### src/rtl/log_sqrt.sv
// Sequential log-domain converter: out = round(2*log2(in/256)) via leading-one
// normalisation (NORM), threshold rounding (ROUND) and a held result (DONE).
module log_sqrt #(
  parameter int T_LO    = 2436,
  parameter int T_HI    = 3445,
  parameter int EXP_OFS = 16
) (
  input  logic        clk,
  input  logic        rst,
  input  logic [11:0] in_data,
  input  logic        in_valid,
  output logic        in_ready,
  output logic [6:0]  out_data,
  output logic        out_valid,
  input  logic        out_ready
);

  typedef enum logic [1:0] {
    IDLE  = 2'd0,
    NORM  = 2'd1,
    ROUND = 2'd2,
    DONE  = 2'd3
  } state_t;

  localparam logic [11:0] T_LO_C    = 12'(T_LO);
  localparam logic [11:0] T_HI_C    = 12'(T_HI);
  localparam logic [6:0]  EXP_OFS_C = 7'(EXP_OFS);

  state_t      state_q, state_d;
  logic [11:0] shift_q, shift_d;
  logic [3:0]  cnt_q, cnt_d;
  logic [6:0]  out_data_q, out_data_d;
  logic        out_valid_q, out_valid_d;
  logic        accept;
  logic [1:0]  rnd;
  logic [6:0]  result;

  // State and datapath registers
  always_ff @(posedge clk) begin
    if (rst) begin
      state_q     <= IDLE;
      shift_q     <= 12'd0;
      cnt_q       <= 4'd0;
      out_data_q  <= 7'd0;
      out_valid_q <= 1'b0;
    end else begin
      state_q     <= state_d;
      shift_q     <= shift_d;
      cnt_q       <= cnt_d;
      out_data_q  <= out_data_d;
      out_valid_q <= out_valid_d;
    end
  end

  // Rounding step and result; cnt_q holds the leading-one index once normalised
  always_comb begin
    if (shift_q >= T_HI_C) begin
      rnd = 2'd2;
    end else if (shift_q >= T_LO_C) begin
      rnd = 2'd1;
    end else begin
      rnd = 2'd0;
    end
    result = {2'b00, cnt_q, 1'b0} + {5'b00000, rnd} - EXP_OFS_C;
  end

  // Next-state and datapath updates
  always_comb begin
    state_d    = state_q;
    shift_d    = shift_q;
    cnt_d      = cnt_q;
    out_data_d = out_data_q;
    case (state_q)
      IDLE: begin
        if (accept) begin
          shift_d = in_data;
          cnt_d   = 4'd11;
          if (in_data == 12'd0) begin
            state_d    = DONE;
            out_data_d = 7'h40;
          end else begin
            state_d = NORM;
          end
        end else begin
          state_d = IDLE;
        end
      end
      NORM: begin
        if (shift_q[11]) begin
          state_d = ROUND;
        end else begin
          shift_d = {shift_q[10:0], 1'b0};
          cnt_d   = cnt_q - 4'd1;
        end
      end
      ROUND: begin
        out_data_d = result;
        state_d    = DONE;
      end
      DONE: begin
        if (out_ready) begin
          state_d = IDLE;
        end else begin
          state_d = DONE;
        end
      end
      default: state_d = IDLE;
    endcase
  end

  // Handshake outputs
  always_comb begin
    in_ready    = (state_q == IDLE) && !rst;
    accept      = in_valid && in_ready;
    out_valid_d = (state_d == DONE);
  end

  assign out_data  = out_data_q;
  assign out_valid = out_valid_q;

endmodule

### config.mk
export PLATFORM = sky130hd
export DESIGN_NAME = log_sqrt
export DESIGN_NICKNAME = d
export VERILOG_FILES = /design/src/rtl/log_sqrt.sv
export SDC_FILE = /design/constraint.sdc
export NUM_CORES = 1
export LEC_CHECK = 0
export BUFFER_PORTS_ARGS = -buffer_cell sky130_fd_sc_hd__buf_2
export CAP_MARGIN = 10
export CORE_ASPECT_RATIO = 0.9
export CORE_MARGIN = 3
export CORE_UTILIZATION = 53
export DETAILED_ROUTE_END_ITERATION = 7
export PLACE_DENSITY = 0.76
export SYNTH_ARGS = -nofsm -noshare
export SYNTH_HDL_FRONTEND = slang
export SYNTH_SLANG_ARGS = --single-unit
### constraint.sdc
create_clock -name clk -period 2.5 [get_ports clk]
set_input_delay 0.5 -clock clk [delete_from_list [all_inputs] [get_ports clk]]
set_output_delay 0.5 -clock clk [all_outputs]
set_load 0.02 [all_outputs]
Word level (Yosys, flattened, before mapping)
Index checks and enable logic that the tools add are counted.
{ "word_totals": {"ff_bits": 26, "latchBits": 0, "mem_bits_rw": 0, "mem_bits_ro": 0, "input_bits": 16, "output_inout_bits": 9, "elab_cells": 44, "memories": 0} }
{ "classes": {"add_sub_neg": 3, "n_mul": 0, "div_mod_pow": 0, "magnitude_cmp": 2, "n_eq_ne": 7, "n_shift": 0, "mux": 16, "bitwise_logic": 0, "n_reduce_logical": 10} }
{ "ops": {"columns": ["operator", "n"], "rows": [
  ["$ge A12 B12 Y1 const B", 2],
  ["$mux W12", 2],
  ["$pmux W12 S2", 1],
  ["$mux W7", 2],
  ["$pmux W7 S2", 1],
  ["$logic_not A12 Y1", 1],
  ["$mux W2", 5],
  ["$mux W4", 2],
  ["$pmux W2 S4", 1],
  ["$pmux W4 S2", 1],
  ["$sub A6 B5 Y7 const B", 1],
  ["$add A5 B2 Y6", 1],
  ["$eq A2 B2 Y1 const B", 3],
  ["$ne A2 B2 Y1 const B", 3],
  ["$reduce_and A3 Y1", 2],
  ["$reduce_bool A2 Y1", 2],
  ["$sub A4 B1 Y4 const B", 1],
  ["$eq A2 B1 Y1 const B", 1],
  ["$logic_and A1 B1 Y1", 2],
  ["$logic_not A2 Y1", 1],
  ["$reduce_and A2 Y1", 1],
  ["$logic_not A1 Y1", 1],
  ["$mux W1", 1]
]} }

Depth between registers and ports, before layout
{ "depth": {"word_depth": 6, "mapped_depth": 7, "mapped_depth_nobuf": 7} }

Least setup slack after synthesis
OpenSTA, ideal clock, no wires.
{ "synth_path": {"path_kind": "flip-flop to flip-flop", "from": "register shift_q[11]", "to": "register out_data_q[4] (netlist: out_data[4])", "setup_time_ns": 0.117, "arrival_ns": 1.651, "required_time_ns": 2.383, "path_slack_ns": 0.732, "stages_incl_launch_ff": 8, "path_buffers": 1, "period_less_slack_ns": 1.768, "path_cell_list": "dfxtp_1 clkbuf_1 nand4b_1 o32ai_1 ha_1 a31oi_1 nand2b_1 a22o_1"} }
{ "synth_via": {"elab_chain_len": 6, "elab_cells_between_ends": 7, "classes_between": "2 x add/sub; 2 x order compare; 3 x mux"} }
{ "synth_rtl": {"columns": ["item", "line", "rtl"], "rows": [
  ["start, declared", "30", "logic [11:0] shift_q, shift_d;"],
  ["start signal, assigned", "48", "shift_q <= shift_d;"],
  ["$ge A12 B12 Y1", "59", "end else if (shift_q >= T_LO_C) begin"],
  ["$mux W1", "59", null],
  ["$mux W2 *", "57", "if (shift_q >= T_HI_C) begin"],
  ["$add A5 B2 Y6 *", "64", "result = {2'b00, cnt_q, 1'b0} + {5'b00000, rnd} - EXP_OFS_C;"],
  ["$sub A6 B5 Y7 *", "64", null],
  ["$pmux W7 S2 *", "73", "case (state_q)"],
  ["end signal, assigned", "50", "out_data_q <= out_data_d;"],
  ["end, declared", "32", "logic [6:0] out_data_q, out_data_d;"]
]} }
Every way passes the cells marked *; elsewhere a longest branch is shown, timed or not.
A chain may end at the register's enable or synchronous reset.

Final worst setup path
{ "layout_path": {"from": "register shift_q[10]", "to": "register out_data_q[5] (netlist: out_data[5])"} }
Same word-level chain as after synthesis.

==> run_results.csv <==
group,metric,value,unit
layout,fillers,181,
grt,met2_usage,36.0,%
sta,setup_viol,0,
layout,multi_input_area,649,um^2
worst_setup_path,crit_path_end,"out_data[5]$_SDFFE_PP0P_",
layout,num_antenna_cells,0,
placement,numPortBuffers,24,
sta,fin_crit_sh,74.3,%
grt,track_usage,20.9,%
worst_setup_path,max_stage_delay,0.49,ns
die,boundaryPins,25,
die,core_area,2050,um^2
clocking,cts_hold_buf,0,
worst_setup_path,path_buf_inv,0,
drt,wire_per_inst,15.3,um
yosys,synthCells,139,
yosys,synth_top_family_by_area,"compound AO/OA/AOI/OAI gates",
clocking,numCtsBuffers,3,
worst_setup_path,slowest_stage,"o32ai_1",
worst_setup_path,arrival,2.09,ns
grt,antenna_found_initial,0,
layout,drive_above_1_share,21.3,%
yosys,syn_area_per_cell,8.85,um^2
grt,met1_usage,26.1,%
grt,grtUsageMet3,5.71,%
yosys,synth_compound_gate_area_share,23.6,%
die,initial_utilization,60.1,%
grt,grt_overflow,0,
worst_setup_path,path_cells,"nand4b_1 > o32ai_1 > ha_1 > ha_1 > a21oi_1 > a22o_1",
worst_setup_path,worstPathMaxFanout,6,
sta,finalHoldViolCount,0,
placement,place_congestion,0.854,
drt,via_per_inst,6.25,
grt,grt_busiest_layer,"met2",
grt,grt_max_degree,24,
drt,drt_first_pass_iters,5,
worst_setup_path,r2r-start,"shift_q[10]$_SDFFE_PP0P_",
clocking,worstSkewPairLatency,0.32,ns
drt,vias,1156,
power_and_ir_drop,clkPwrFrac,22.0,%
power_and_ir_drop,power.internal,0.560,mW
yosys,synth-xor-area-share,2.14,%
layout,final_area,1380,um^2
worst_setup_path,crit_type,"flop to flop",
worst_setup_path,path_depth,6,
layout,seq_area,520,um^2
sta,finalMaxSlewViolations,0,
drt,drcViolationCount,0,
die,die_y,51.7,um
clocking,cts.reportedPaths.clkPinSlew,0.13,ns
status,status,"completed",
yosys,synthMuxAreaShare,0.916,%
worst_setup_path,crit_path_start,"shift_q[10]$_SDFFE_PP0P_",
die,die_w,56.8,um
power_and_ir_drop,seqPwrFrac,59.7,%
layout,final_common_cell,"dfxtp_1",
yosys,synth_area_leaders,"dfxtp_1 (42%), a22oi_1 (6.7%), a21oi_1 (5.7%)",
drt,first_iter_violations,31,
worst_setup_path,end_kind,"flop",
placement,place_area,1360,um^2
grt,grt_pass1_wl,4860,um
sta,layout_min_cycle_time,1.86,ns
yosys,post_synth_fa_ha_maj_area_fraction,4.07,%
sta,tightest_slew,0.693,ns
clocking,root_buffer,"clkbuf_4",
worst_setup_path,ff2ff_path_depth,6,
worst_setup_path,cp.required,2.73,ns
clocking,tritoncts,"done",
clocking,htree_levels,1,
worst_setup_path,startpoint_type,"flop",
yosys,yosys.area_share.simple,22.1,%
clocking,clockBufferDepth,2,
drt,ant_nets,0,
yosys,synth_top_area_share,42.3,%
worst_setup_path,r2r_slack,0.64,ns
sta,final.setup.tns,0,ns
power_and_ir_drop,irDropWorstVdd,0.482,mV
clocking,post_cts_resized,0,
sta,rsz0062_at_grt,"false",
die,core.rowCount,15,
sta,fin_worst_skew,0.000877,ns
layout,final_nets,182,
die,fp.dieArea,2940,um^2
worst_setup_path,crit_top_cell,"ha_1",
drt,routed_wl,2820,um
clocking,cts_sinks,26,
yosys,ys_seq_elements,26,
layout,syn2layout_area_growth,12.0,%
sta,slew_headroom,53.7,%
worst_setup_path,rr_endpoint,"out_data[5]$_SDFFE_PP0P_",
placement,dp_hpwl,2080,um
yosys,synth_area,1230,um^2
yosys,syn_nets,159,
worst_setup_path,path_delay_family,"compound AO/OA/AOI/OAI gates",
yosys,yosysUniqueCellTypes,35,
power_and_ir_drop,p_per_area,578,nW/um^2
run,drv_cap,0,
yosys,yosysTopAreaCell,"dfxtp_1",
power_and_ir_drop,p_sw_share,29.7,%
clocking,post_cts_buffers,0,
hold_path,hp-class,"input pin to flop",
sta,fmax,0.538,GHz
power_and_ir_drop,p_comb_share,18.2,%
yosys,yosysWarnings,0,
layout,layout_common_cells,"dfxtp_1 (26), buf_2 (24), nand2_1 (17)",
yosys,seq_area_frac_synth,42.3,%
grt,grt_pass1_vias,1133,
power_and_ir_drop,power_leakage,0.562,nW
power_and_ir_drop,switching_power,0.237,mW
## layer usage
| metal | wire (um) | share of wire, % |
|---|---|---|
| met1 | 1260 | 45 |
| met2 | 1340 | 48 |
| met3 | 199 | 7.0 |
| met4 | 17 | 0.60 |
| met5 | 0 | 0 |
## cell families after synthesis
group,Yosys count
compound gates,43
mux,1
simple gates,50
fa+ha+maj,4
buf+inv,12
flops,26
xor+xnor,3
## registers in the layout, summed over array words and instances, names as in the netlist
signal     flops
out_data       7
out_valid      1
cnt_q          4
shift_q       12
state_q        2
## Yosys cell counts
cell type,n
and4_1,1
a311oi_1,1
buf_6,1
a22o_1,5
nand2b_1,2
a21oi_1,14
a31oi_1,1
dfxtp_1,26
a22oi_1,11
a211oi_1,2
nor2_1,7
nor4b_4,1
nand4b_1,1
xor2_1,3
a21boi_0,1
nand3_1,2
o21a_1,1
clkbuf_1,4
ha_1,4
nor3b_2,1
nor2b_1,1
nor3_1,9
nand2_1,17
nand4_1,3
a211o_1,1
inv_1,3
mux2_2,1
o2bb2ai_1,1
buf_4,1
buf_2,3
o32ai_1,1
nor3_2,1
a21o_1,1
o21ai_0,3
nor4_1,4
## worst min path at each step
stage / startpoint / end / slack [ns] / cells past startpoint
after detailed placement: out_data[0]$_SDFFE_PP0P_ / out_data[0]$_SDFFE_PP0P_ / 0.45 / 1
after floorplan: shift_q[1]$_SDFFE_PP0P_ / shift_q[1]$_SDFFE_PP0P_ / 0.45 / 2
after global placement: out_data[0]$_SDFFE_PP0P_ / out_data[0]$_SDFFE_PP0P_ / 0.45 / 1
after CTS: in_data[0] / shift_q[0]$_SDFFE_PP0P_ / 0.44 / 3
after global routing: in_data[0] / shift_q[0]$_SDFFE_PP0P_ / 0.48 / 3
final: in_data[0] / shift_q[0]$_SDFFE_PP0P_ / 0.44 / 3
## worst reg2reg max path: cells and delay by family (launching register included)
family                   cells  cell delay (ns)
flip-flops                   1             0.45
AND/OR/NAND/NOR              1             0.13
AO/OA/AOI/OAI                3             0.77
adder cells (fa/ha/maj)      2             0.44
## power groups by stage
stage / Clock (mW) / Sequential [mW] / Combinational (mW)
2_1_floorplan: 0 / 0.471 / 0.109
3_3_place_gp: 0 / 0.483 / 0.138
3_5_place_dp: 0 / 0.484 / 0.144
4_1_cts: 0.180 / 0.475 / 0.145
5_1_grt: 0.194 / 0.480 / 0.163
6_report: 0.176 / 0.476 / 0.145
## layout make-up
type,count,share of cell area [%]
well taps,25,2.27
flip-flops and latches,26,37.8
clock buffers,3,1.63
multi-input cells,101,47.1
inverters,3,0.817
repair buffers,27,10.4
## per-stage QoR
step	power [mW]	utilization (%)	hold slack, ns	setup WS, ns	cells
2_1_floorplan	0.581	-	0.449	0.732	139
3_3_place_gp	0.621	66.2	0.450	0.638	182
3_5_place_dp	0.628	66.2	0.448	0.546	182
4_1_cts	0.800	67.3	0.440	0.644	185
5_1_grt	0.838	67.3	0.478	0.506	185
6_report	0.796	67.3	0.444	0.642	185
Note: power is estimated with default switching activity, not from simulation.
